## src/rtl/tespar_frame_ctrl.sv

```systemverilog
// -----------------------------------------------------------------------------
// tespar_frame_ctrl
//
// Frame sequencer and symbol histogrammer for the TESPAR encoder path.
// Accepts one frame of signed 8-bit samples, forwards them to the encoder as
// registered strobed words, and counts the 5-bit alphabet symbols returned by
// the encoder into 32 saturating bins. At frame end the bins are streamed out
// one per handshake and each is cleared as it is read.
//
// Optional feature (compile-time macro TESPAR_SAT_FLAG_EN):
//   adds output sat_flag, set when any bin increment is blocked by saturation,
//   cleared when RUN is entered, held through DUMP so it can be sampled with
//   done.
//
// Ports:
//   clk, reset          single rising-edge clock, asynchronous active-high reset
//   start               frame start request, honoured only in IDLE
//   s_valid/s_ready     sample handshake (s_ready high only in RUN)
//   s_data              signed sample
//   enc_data/enc_stb    registered sample to encoder, one-cycle update strobe
//   enc_clr             one-cycle encoder clear on the first RUN cycle
//   enc_symbol          encoder alphabet symbol, qualified by enc_sym_valid
//   m_valid/m_ready     bin output handshake
//   m_bin/m_count       bin index and bin count
//   busy                high in any state except IDLE
//   done                one-cycle pulse after the final bin is accepted
//   sat_flag            (TESPAR_SAT_FLAG_EN only) saturation indicator
// -----------------------------------------------------------------------------
module tespar_frame_ctrl #(
  parameter int FRAME_LEN = 256,
  parameter int DRAIN_CYC = 2,
  parameter int CNT_W     = 8
) (
  input  logic                    clk,
  input  logic                    reset,
  input  logic                    start,
  input  logic                    s_valid,
  output logic                    s_ready,
  input  logic signed [7:0]       s_data,
  output logic signed [7:0]       enc_data,
  output logic                    enc_stb,
  output logic                    enc_clr,
  input  logic [4:0]              enc_symbol,
  input  logic                    enc_sym_valid,
  output logic                    m_valid,
  input  logic                    m_ready,
  output logic [4:0]              m_bin,
  output logic [CNT_W-1:0]        m_count,
  output logic                    busy,
  output logic                    done
`ifdef TESPAR_SAT_FLAG_EN
  ,
  output logic                    sat_flag
`endif
);

  localparam int NUM_BINS = 32;
  localparam int SAMPLE_W = (FRAME_LEN > 1) ? $clog2(FRAME_LEN) : 1;
  localparam int DRAIN_W  = (DRAIN_CYC > 1) ? $clog2(DRAIN_CYC) : 1;
  localparam logic [CNT_W-1:0] CNT_MAX = '1;

  typedef enum logic [1:0] {
    ST_IDLE,
    ST_RUN,
    ST_DRAIN,
    ST_DUMP
  } state_e;

  state_e                 state_q, state_d;
  logic [SAMPLE_W-1:0]    sample_cnt_q, sample_cnt_d;
  logic [DRAIN_W-1:0]     drain_cnt_q, drain_cnt_d;
  logic [4:0]             dump_idx_q, dump_idx_d;
  logic [CNT_W-1:0]       bin_q [NUM_BINS];
  logic [CNT_W-1:0]       bin_d [NUM_BINS];

  logic                   s_ready_q, s_ready_d;
  logic signed [7:0]      enc_data_q, enc_data_d;
  logic                   enc_stb_q, enc_stb_d;
  logic                   enc_clr_q, enc_clr_d;
  logic                   m_valid_q, m_valid_d;
  logic                   busy_q, busy_d;
  logic                   done_q, done_d;

  logic                   start_ok;
  logic                   sample_acc;
  logic                   count_en;
  logic                   dump_hs;
  logic                   bin_at_max;

  // done_q is high only in the first IDLE cycle after a dump; a start request
  // coincident with done is deliberately dropped.
  assign start_ok   = (state_q == ST_IDLE) && start && !done_q;
  assign sample_acc = s_ready_q && s_valid;
  assign count_en   = (state_q == ST_RUN) || (state_q == ST_DRAIN);
  assign dump_hs    = m_valid_q && m_ready;
  assign bin_at_max = (bin_q[enc_symbol] == CNT_MAX);

  // Next-state and registered-output decode.
  // NOTE: every always_comb output gets a default first, so no path can leave
  // a signal unassigned and infer a latch.
  always_comb begin
    state_d      = state_q;
    sample_cnt_d = sample_cnt_q;
    drain_cnt_d  = drain_cnt_q;
    dump_idx_d   = dump_idx_q;

    case (state_q)
      ST_IDLE: begin
        if (start_ok) begin
          state_d      = ST_RUN;
          sample_cnt_d = '0;
        end
      end
      ST_RUN: begin
        if (sample_acc) begin
          if (sample_cnt_q == SAMPLE_W'(FRAME_LEN - 1)) begin
            state_d      = ST_DRAIN;
            sample_cnt_d = '0;
            drain_cnt_d  = '0;
          end else begin
            sample_cnt_d = sample_cnt_q + SAMPLE_W'(1);
          end
        end
      end
      ST_DRAIN: begin
        if (drain_cnt_q == DRAIN_W'(DRAIN_CYC - 1)) begin
          state_d     = ST_DUMP;
          drain_cnt_d = '0;
          dump_idx_d  = '0;
        end else begin
          drain_cnt_d = drain_cnt_q + DRAIN_W'(1);
        end
      end
      ST_DUMP: begin
        if (dump_hs) begin
          // Index wraps 31 -> 0, leaving m_bin at 0 for the next frame.
          dump_idx_d = dump_idx_q + 5'd1;
          if (dump_idx_q == 5'd31) begin
            state_d = ST_IDLE;
          end
        end
      end
      default: state_d = ST_IDLE;
    endcase

    enc_data_d = sample_acc ? s_data : enc_data_q;
    enc_stb_d  = sample_acc;
    enc_clr_d  = start_ok;
    s_ready_d  = (state_d == ST_RUN);
    m_valid_d  = (state_d == ST_DUMP);
    busy_d     = (state_d != ST_IDLE);
    done_d     = dump_hs && (dump_idx_q == 5'd31);
  end

  // Bin update: counting only in RUN/DRAIN, clearing only on a DUMP handshake,
  // so the two never target the same cycle.
  always_comb begin
    bin_d = bin_q;
    if (count_en && enc_sym_valid && !bin_at_max) begin
      bin_d[enc_symbol] = bin_q[enc_symbol] + CNT_W'(1);
    end
    if (dump_hs) begin
      bin_d[dump_idx_q] = '0;
    end
  end

  // NOTE: sequential state uses non-blocking assignments so every flop samples
  // the pre-edge value of its inputs regardless of statement order.
  always_ff @(posedge clk or posedge reset) begin
    if (reset) begin
      state_q      <= ST_IDLE;
      sample_cnt_q <= '0;
      drain_cnt_q  <= '0;
      dump_idx_q   <= '0;
      s_ready_q    <= 1'b0;
      enc_data_q   <= '0;
      enc_stb_q    <= 1'b0;
      enc_clr_q    <= 1'b0;
      m_valid_q    <= 1'b0;
      busy_q       <= 1'b0;
      done_q       <= 1'b0;
    end else begin
      state_q      <= state_d;
      sample_cnt_q <= sample_cnt_d;
      drain_cnt_q  <= drain_cnt_d;
      dump_idx_q   <= dump_idx_d;
      s_ready_q    <= s_ready_d;
      enc_data_q   <= enc_data_d;
      enc_stb_q    <= enc_stb_d;
      enc_clr_q    <= enc_clr_d;
      m_valid_q    <= m_valid_d;
      busy_q       <= busy_d;
      done_q       <= done_d;
    end
  end

  // NOTE: the bins are built from resettable flops rather than a RAM because a
  // reset mid-frame must return every bin to zero at once.
  always_ff @(posedge clk or posedge reset) begin
    if (reset) begin
      for (int i = 0; i < NUM_BINS; i++) begin
        bin_q[i] <= '0;
      end
    end else begin
      bin_q <= bin_d;
    end
  end

`ifdef TESPAR_SAT_FLAG_EN
  logic sat_flag_q, sat_flag_d;
  logic sat_hit;

  assign sat_hit = count_en && enc_sym_valid && bin_at_max;

  always_comb begin
    sat_flag_d = sat_flag_q | sat_hit;
    if (start_ok) begin
      sat_flag_d = 1'b0;
    end
  end

  always_ff @(posedge clk or posedge reset) begin
    if (reset) begin
      sat_flag_q <= 1'b0;
    end else begin
      sat_flag_q <= sat_flag_d;
    end
  end

  assign sat_flag = sat_flag_q;
`endif

  assign s_ready  = s_ready_q;
  assign enc_data = enc_data_q;
  assign enc_stb  = enc_stb_q;
  assign enc_clr  = enc_clr_q;
  assign m_valid  = m_valid_q;
  assign m_bin    = dump_idx_q;
  assign m_count  = m_valid_q ? bin_q[dump_idx_q] : '0;
  assign busy     = busy_q;
  assign done     = done_q;

endmodule

```

## config.mk

```make
export PLATFORM = sky130hd
export DESIGN_NAME = tespar_frame_ctrl
export DESIGN_NICKNAME = d
export VERILOG_FILES = /design/src/rtl/tespar_frame_ctrl.sv
export SDC_FILE = /design/constraint.sdc
export NUM_CORES = 1
export LEC_CHECK = 0
export ABC_AREA = 1
export BUFFER_PORTS_ARGS = -buffer_cell sky130_fd_sc_hd__buf_4
export CAP_MARGIN = 20
export CORE_MARGIN = 4
export CORE_UTILIZATION = 40
export CTS_CLUSTER_DIAMETER = 50
export DETAILED_ROUTE_END_ITERATION = 12
export PLACE_DENSITY = 0.55
export SETUP_SLACK_MARGIN = 0.4
export SYNTH_ARGS = -nofsm -noshare
export SYNTH_HDL_FRONTEND = slang
export SYNTH_SLANG_ARGS = --single-unit
```

## constraint.sdc

```tcl
create_clock -name clk -period 9 [get_ports clk]
set_input_delay 0.9 -clock clk [delete_from_list [all_inputs] [get_ports clk]]
set_output_delay 0.9 -clock clk [all_outputs]
set_load 0.005 [all_outputs]
```

==> results of run 1 <==
metal layers:
metal  vias up  wire, µm  part of all wire, %
li1       9255         -                    -
met1      8836     29600                   44
met2       713     30300                   45
met3       150      4660                  6.9
met4         0      2550                  3.8
met5         -         0                    0
metrics by stage:
step / cell area [µm²] / hold WS [ns]
after floorplan: 19300 / 0.445
after global placement: 19600 / 0.467
after detailed placement: 19600 / 0.457
after CTS: 21200 / 0.482
after global routing: 21300 / 0.510
final: 21300 / 0.480
flip-flops by register name, summed over array words and instances, names as in the netlist, 2 cells and up:
name	cells
m_bin	5
enc_data	8
state_q	2
bin_q	256
sample_cnt_q	8
logic make-up after synthesis:
family,after synthesis,synth area share [%]
adder cells (fa/ha/maj),12,0.779
multiplexers,1,0.0584
AO/OA/AOI/OAI,402,10.9
XOR/XNOR,4,0.182
buffers and inverters,507,12.1
AND/OR/NAND/NOR,1836,38.9
flip-flops,286,37.1
worst max-delay path by stage:
stage | start | endpoint | slack [ns] | cells after the start
final | enc_symbol[1] | bin_q[30]$_DFF_PP0_ | 3.80 | 22
after global routing | enc_symbol[1] | bin_q[35]$_DFF_PP0_ | 3.52 | 22
after CTS | enc_symbol[1] | bin_q[37]$_DFF_PP0_ | 3.65 | 21
after detailed placement | enc_symbol[1] | bin_q[37]$_DFF_PP0_ | 3.05 | 21
after global placement | enc_symbol[1] | bin_q[48]$_DFF_PP0_ | 3.19 | 21
after floorplan | reset | bin_q[0]$_DFF_PP0_ | 4.31 | 1
layout make-up:
cell class | count | area [µm²] | area share, %
tap | 615 | 769 | 3.62
inverter | 344 | 1300 | 6.11
clock buffer | 54 | 1180 | 5.55
clock inverter | 27 | 373 | 1.75
multi-input combinational | 2255 | 9810 | 46.1
timing repair buffer | 81 | 668 | 3.14
sequential | 286 | 7160 | 33.7
cells in the mapped netlist (7+ instances only):
master | count | share of area (%)
sky130_fd_sc_hd__a21o_1 | 7 | 0.27
sky130_fd_sc_hd__a21oi_1 | 147 | 3.8
sky130_fd_sc_hd__a22o_1 | 14 | 0.64
sky130_fd_sc_hd__a31oi_1 | 11 | 0.36
sky130_fd_sc_hd__buf_1 | 24 | 0.47
sky130_fd_sc_hd__buf_2 | 37 | 0.96
sky130_fd_sc_hd__buf_4 | 11 | 0.43
sky130_fd_sc_hd__buf_6 | 42 | 2.5
sky130_fd_sc_hd__clkbuf_1 | 47 | 0.91
sky130_fd_sc_hd__dfrtp_1 | 286 | 37
sky130_fd_sc_hd__ha_1 | 12 | 0.78
sky130_fd_sc_hd__inv_1 | 338 | 6.6
sky130_fd_sc_hd__nand2_1 | 1134 | 22
sky130_fd_sc_hd__nand3_1 | 28 | 0.73
sky130_fd_sc_hd__nand3_4 | 25 | 2.3
sky130_fd_sc_hd__nand4_1 | 39 | 1.3
sky130_fd_sc_hd__nor2_1 | 571 | 11
sky130_fd_sc_hd__nor3_1 | 18 | 0.47
sky130_fd_sc_hd__nor3_2 | 8 | 0.42
sky130_fd_sc_hd__o21ai_0 | 211 | 5.5
sky130_fd_sc_hd__o21ai_1 | 10 | 0.26
worst max-delay path, stage by stage:
cell                      delay [ns]
sky130_fd_sc_hd__buf_4          0.26
sky130_fd_sc_hd__inv_2          0.09
sky130_fd_sc_hd__buf_4          0.71
sky130_fd_sc_hd__nand2_1        0.80
sky130_fd_sc_hd__nor2_1         0.33
sky130_fd_sc_hd__nor2_1         0.07
sky130_fd_sc_hd__nand2_1        0.07
sky130_fd_sc_hd__nand2_1        0.09
sky130_fd_sc_hd__nand2_1        0.11
sky130_fd_sc_hd__inv_1          0.04
sky130_fd_sc_hd__nand2_1        0.10
sky130_fd_sc_hd__nor2_4         0.04
sky130_fd_sc_hd__inv_1          0.09
sky130_fd_sc_hd__ha_1           0.22
sky130_fd_sc_hd__nand2_1        0.13
sky130_fd_sc_hd__nor2_4         0.19
sky130_fd_sc_hd__nand2_4        0.30
sky130_fd_sc_hd__buf_16         0.32
sky130_fd_sc_hd__nand3_1        0.45
sky130_fd_sc_hd__nand2_1        0.10
sky130_fd_sc_hd__nand2_1        0.08
sky130_fd_sc_hd__nor2_1         0.04
power groups by stage:
stage	Combinational, mW	Sequential (mW)	Clock, mW
2_1_floorplan	1.77	1.97	0
3_3_place_gp	2.43	2.08	0
3_5_place_dp	2.46	2.09	0
4_1_cts	2.47	2.08	1.87
5_1_grt	2.84	2.14	1.93
6_report	2.49	2.08	1.84
==> key figures, run 1 <==
Min path
  – Hold EP: enc_data[5]$_DFFE_PP0P_
  – Startpoint of the tightest hold check path: enc_data[5]$_DFFE_PP0P_
  – Kind of path behind the tightest hold check: reg2reg
  – Hold path cells: 2

Drt
  – Total iterations of the first detailed-routing run: 7
  – Routed len/inst: 18.3 µm
  – Via density per instance: 5.18
  – Total number of vias: 18,954
  – Remaining design rule violation count: 0
  – Initial DRC Count: 1,798
  – ANT nets after route: 0
  – Aggregate routed wire length: 67,100 µm

Synth
  – Ys async rst share: 100%
  – Cells after Synth: 3,048
  – Number of distinct standard cells referenced by the synthesized netlist: 36
  – Syn_nets: 3,079
  – Post-synth EDFFs: 0
  – Total of warnings raised by yosys: 0
  – Yosys reg bits: 286
  – Combined area of all synthesized cells: 19,300 µm²
  – Sequential fraction of the synthesis area: 37.1%
  – Primary flip-flop cell chosen by synthesis mapping: sky130_fd_sc_hd__dfrtp_1
  – Mean post-synth cell area: 6.33 µm²

Power and ir drop
  – Maximum vdd ir drop: 0.166 mV
  – Ratio of total power to cell area: 301 nW/µm²
  – Net switching power: 2.71 mW
  – P_leak: 12.3 nW
  – Portion of total power attributed to sequential cells: 32.4%
  – Cell Int Power: 3.70 mW
  – Power share of the combinational group: 38.9%
  – Switching fraction of total power: 42.3%
  – Part of the total power dissipated in the clock network: 28.7%
  – Overall Power: 6.41 mW

Floorplanning
  – Number of standard-cell rows in the floorplan: 80
  – Vertical extent of the die: 228 µm
  – Full die area: 51,800 µm²
  – Area of the core: 47,600 µm²
  – Overall die width: 228 µm
  – Starting utilization of the core area: 40.5%
  – I/O pin total: 46

STA
  – RSZ-0062 raised after global routing: false
  – Final worst-path setup slack: 3.80 ns
  – Post-route clock period utilization: 57.7%
  – Final count of hold timing violations: 0
  – Worst rel slew slack: 30.5%
  – Least-Margin Pin Slew: 1.04 ns
  – Number of slew-limit violations in the final report: 0
  – Sum of negative setup slack: 0 ns
  – FMAX: 192 MHz
  – Final worst path period need: 5.20 ns
  – Count of endpoints failing setup in the final report: 0
  – Clock tree skew after final layout: 0.0303 ns

Final layout
  – Finished Layout Cells: 3,662
  – Ratio of cells with drive above 1 in the final layout: 6.79%
  – Final-layout fill cell count: 4,988
  – Area added between synthesis and finish: 10.3%
  – Final layout net count: 3,044
  – Leading cell types in the layout, fill and taps excluded: sky130_fd_sc_hd__nand2_1, sky130_fd_sc_hd__nor2_1, sky130_fd_sc_hd__inv_1
  – Number of diodes: 0
  – Most common library cell in the layout ignoring fill and taps: sky130_fd_sc_hd__nand2_1
  – Post-route core utilization: 44.6%

Place
  – Post-placement worst setup slack: 3.05 ns
  – Number of buffers added on ports: 45
  – Placed cell count: 3,578
  – Placed wire-length estimate: 43,400 µm
  – RD Place Congestion: 0.951

Clock tree
  – Number of buffers added by the clock tree synthesis step: 45
  – Buffers from clock root to sink, at most: 3
  – Clk sinks: 286
  – Clock latency of the later-clocked register in the worst-skew pair: 0.58 ns
  – Htree depth: 2
  – Library cell used as clock root buffer: sky130_fd_sc_hd__clkbuf_16
  – # Post-CTS Setup Buffers: 0
  – Register clock-pin slew on the reported worst setup and hold paths: 0.05 ns
  – Count of cells resized by post-cts repair: 0
  – Clock tree from TritonCTS: yes
  – Cts hold-fix bufs: 0

Global route
  – Global Route Usage Sum: 26.1%
  – GR met2 Demand/Resource: 41.1%
  – Number of antenna violations at the first check in global routing: 0
  – Met1 usage in global routing: 36.5%
  – Number of global-route vias before repair: 17,995
  – Total overflow reported by the global router: 0
  – Largest net degree at the start of global routing: 149
  – Busiest grt layer: met2
  – First-pass GRT wire length: 105,000 µm
  – Met3 Resource Use GR: 3.71%

Setup path
  – Maximum fanout count along the critical path: 64
  – Required time of the critical path: 9.46 ns
  – Kind of critical path: in2reg
  – Beginning of the worst register-to-register path: bin_q[0]$_DFF_PP0_
  – FF-to-FF path depth: 17
  – Reg2reg end: bin_q[159]$_DFF_PP0_
  – Data arrival time of the worst path: 5.66 ns
  – Type of origin of the critical path: input pin
  – Slack of the worst reg-to-reg path: 5.64 ns
  – Critical path endpoint category: register

Run
  – Maximum Capacitance Violations: 0

Outcome
  – Run status: completed
Note: power is estimated with default switching activity, not from simulation.
==> run 2, diff against run 1 <==
Settings changed: ABC_AREA 1 to 0.
Clock period 9 ns to 4.4 ns, I/O delays scaled along.
==> key figures, run 2 <==
Outcome
  – Run status: completed

Global route
  – Number of antenna violations at the first check in global routing: 1 (+1)
  – Met1 usage in global routing: 38.8% (+2.3 points)
  – Largest net degree at the start of global routing: 126 (-15%)
  – First-pass GRT wire length: 95,200 µm (-9.4%)
  – GR met2 Demand/Resource: 42.4% (+1.3 points)
  – Global Route Usage Sum: 27.7% (+1.6 points)
  – Total overflow reported by the global router: 0 (unchanged)
  – Met3 Resource Use GR: 6.28% (+2.6 points)
  – Number of global-route vias before repair: 13,406 (-26%)
  – Busiest grt layer: met2

STA
  – Number of slew-limit violations in the final report: 0 (unchanged)
  – Fin Hold WS: 0.0977 ns (-0.382 ns)
  – Sum of negative setup slack: 0 ns (unchanged)
  – Least-Margin Pin Slew: 1.11 ns (+0.0712 ns)
  – Final count of hold timing violations: 0 (unchanged)
  – Post-route clock period utilization: 87.8%
  – Final worst-path setup slack: 0.538 ns (-3.26 ns)
  – Worst rel slew slack: 25.9% (-4.6 points)
  – Clock tree skew after final layout: 0.0161 ns (-0.0142 ns)
  – Count of endpoints failing setup in the final report: 0 (unchanged)
  – FMAX: 259 MHz
  – RSZ-0062 raised after global routing: false
  – Final worst path period need: 3.86 ns

Drt
  – Remaining design rule violation count: 0 (unchanged)
  – Via density per instance: 6.26 (+21%)
  – Routed len/inst: 29.7 µm (+62%)
  – Aggregate routed wire length: 64,300 µm (-4.1%)
  – Total number of vias: 13,582 (-28%)
  – ANT nets after route: 0 (unchanged)
  – Total iterations of the first detailed-routing run: 5 (-2)
  – Initial DRC Count: 1,370 (-24%)

Final layout
  – Cell area after layout: 19,400 µm² (-8.7%)
  – Ratio of cells with drive above 1 in the final layout: 18.5% (+12 points)
  – Finished Layout Cells: 2,169 (-41%)
  – Most common library cell in the layout ignoring fill and taps: sky130_fd_sc_hd__mux2i_1
  – Area added between synthesis and finish: 14.4%
  – Post-route core utilization: 46.3% (+1.6 points)
  – Number of flip-flops under the largest register name: 256 (unchanged)
  – Number of diodes: 0 (unchanged)
  – Final-layout fill cell count: 3,864 (-23%)
  – Register with the most flip-flops: bin_q
  – Final layout net count: 1,628 (-47%)
  – Leading cell types in the layout, fill and taps excluded: sky130_fd_sc_hd__mux2i_1, sky130_fd_sc_hd__dfrtp_1, sky130_fd_sc_hd__nor2_1

Floorplanning
  – I/O pin total: 46 (unchanged)
  – Overall die width: 214 µm (-6.0%)
  – Vertical extent of the die: 214 µm (-6.0%)
  – Starting utilization of the core area: 40.5% (about the same)
  – Area of the core: 41,900 µm² (-12%)
  – Number of standard-cell rows in the floorplan: 75 (-6.3%)
  – Full die area: 45,800 µm² (-12%)

Place
  – Number of buffers added on ports: 45 (unchanged)
  – Placed cell count: 2,092 (-42%)
  – Post-placement worst setup slack: 0.380 ns (-2.67 ns)
  – RD Place Congestion: 1.02 (+7.4%)
  – Placed wire-length estimate: 45,900 µm (+5.7%)
  – Post-detailed-placement cell area: 18,100 µm² (-8.0%)

Clock tree
  – Buffers from clock root to sink, at most: 3 (unchanged)
  – Count of cells resized by post-cts repair: 0 (unchanged)
  – Clk sinks: 286 (unchanged)
  – Library cell used as clock root buffer: sky130_fd_sc_hd__clkbuf_16
  – Register clock-pin slew on the reported worst setup and hold paths: 0.05 ns (about the same)
  – Number of buffers added by the clock tree synthesis step: 41 (-8.9%)
  – # Post-CTS Setup Buffers: 0 (unchanged)
  – Cts hold-fix bufs: 1 (+1)
  – Clock tree from TritonCTS: yes
  – Clock latency of the later-clocked register in the worst-skew pair: 0.57 ns (about the same)
  – Htree depth: 2 (unchanged)

Synth
  – Ys async rst share: 100% (unchanged)
  – Area share of the leading cell type in the synthesized netlist: 42.2% (+5.0 points)
  – Total of warnings raised by yosys: 0 (unchanged)
  – Sequential fraction of the synthesis area: 42.2% (+5.0 points)
  – Yosys reg bits: 286 (unchanged)
  – Primary flip-flop cell chosen by synthesis mapping: sky130_fd_sc_hd__dfrtp_1
  – Post-synth EDFFs: 0 (unchanged)
  – Most instantiated library cell after synthesis: sky130_fd_sc_hd__mux2i_1
  – Commonest cells in the synthesized netlist: sky130_fd_sc_hd__mux2i_1, sky130_fd_sc_hd__dfrtp_1, sky130_fd_sc_hd__nor2_1
  – Number of distinct standard cells referenced by the synthesized netlist: 58 (+61%)
  – Cell types with the largest area share after synthesis: sky130_fd_sc_hd__dfrtp_1, sky130_fd_sc_hd__mux2i_1, sky130_fd_sc_hd__mux4_2
  – Synth area leader: sky130_fd_sc_hd__dfrtp_1
  – Cells after Synth: 1,551 (-49%)
  – Syn_nets: 1,582 (-49%)
  – Mean post-synth cell area: 10.9 µm² (+73%)
  – Combined area of all synthesized cells: 17,000 µm² (-12%)

Setup path
  – Required time of the critical path: 3.96 ns (-5.50 ns)
  – Buffers & Inverters on Critical Path: 2 (-4)
  – Cell family with most CP delay: compound AO/OA/AOI/OAI gates
  – Critical path endpoint category: output pin
  – Worst path cell trace: buf_12 -> mux4_2 -> a221oi_1 -> a31oi_1 -> buf_4
  – Kind of critical path: reg2out
  – FF-to-FF path depth: 12 (-5)
  – Maximum fanout count along the critical path: 27 (-58%)
  – Number of gates on the worst path with buffers counted: 5 (-77%)
  – Max incr delay on CP: 0.80 ns (about the same)
  – Data arrival time of the worst path: 3.42 ns (-2.24 ns)
  – Slowest cell on the critical path: sky130_fd_sc_hd__dfrtp_4
  – Type of origin of the critical path: register

Power and ir drop
  – P_leak: 9.60 nW (-22%)
  – Ratio of total power to cell area: 381 nW/µm² (+26%)
  – Overall Power: 7.39 mW (+15%)
  – Maximum vdd ir drop: 0.355 mV (+110%)

Min path
  – Kind of path behind the tightest hold check: in2reg
  – Hold path cells: 2 (unchanged)

Run
  – Maximum Capacitance Violations: 0 (unchanged)
run 2: changes by cell type after synthesis, sizes merged, moves of 50 or more:
cell / before / now
buf: 116 / 50
mux4: 0 / 64
o22ai: 0 / 76
nor2: 576 / 268
o31ai: 0 / 50
nand2: 1137 / 62
mux2i: 0 / 322
o21ai: 221 / 50
a21oi: 147 / 11
inv: 343 / 18
run 2: metal layers:
layer | wire length [µm] | share of wire [%] | up-vias
met3 | 5670 | 8.8 | 147
li1 | - | - | 5887
met5 | 7 | 0.011 | -
met2 | 28700 | 45 | 650
met4 | 2590 | 4.0 | 2
met1 | 27300 | 43 | 6896
run 2: layout make-up:
cell class | instances | area (µm²) | area share (%)
clock inverter | 22 | 221 | 1.14
timing repair buffer | 111 | 927 | 4.78
inverter | 19 | 75.1 | 0.387
clock buffer | 54 | 1110 | 5.74
multi-input combinational | 1138 | 9240 | 47.6
sequential | 286 | 7160 | 36.9
tap | 539 | 674 | 3.47
run 2: report_power, final:
group	switching [mW]	internal (mW)
clock network	1.31	1.93
logic	0.659	0.382
registers	0.233	2.87
total	2.20	5.19
run 2: path summary, 6_finish.rpt:
kind	from	slack (ns)	to
worst min-delay path	s_data[4]	0.1	enc_data[4]$_DFFE_PP0P_
worst min register to register	enc_data[6]$_DFFE_PP0P_	0.51	enc_data[6]$_DFFE_PP0P_
max in group asynchronous	reset	2.79	bin_q[246]$_DFF_PP0_
worst max-delay path	m_bin[0]$_DFFE_PP0P_	0.54	m_count[4]
worst max register to register	bin_q[32]$_DFF_PP0_	0.98	bin_q[58]$_DFF_PP0_
min in group asynchronous	reset	0.49	enc_data[0]$_DFFE_PP0P_
run 2: cell families (layout without fill, tap and decap cells):
logic type	count (synthesis)	in the layout	synth area share, %
XOR/XNOR	10	10	0.560
adder cells (fa/ha/maj)	12	12	0.884
AND/OR/NAND/NOR	477	477	12.9
flip-flops	286	286	42.2
buffers and inverters	127	206	3.71
multiplexers	394	394	28.0
AO/OA/AOI/OAI	245	245	11.8
run 2: worst reg2reg max path, delay by kind of cell, from the launching register on:
kind,cells,cell delay [ns]
flops,1,0.40
fa+ha+maj,1,0.21
mux,2,0.67
compound gates,3,0.71
buf+inv,2,0.48
simple gates,4,0.81
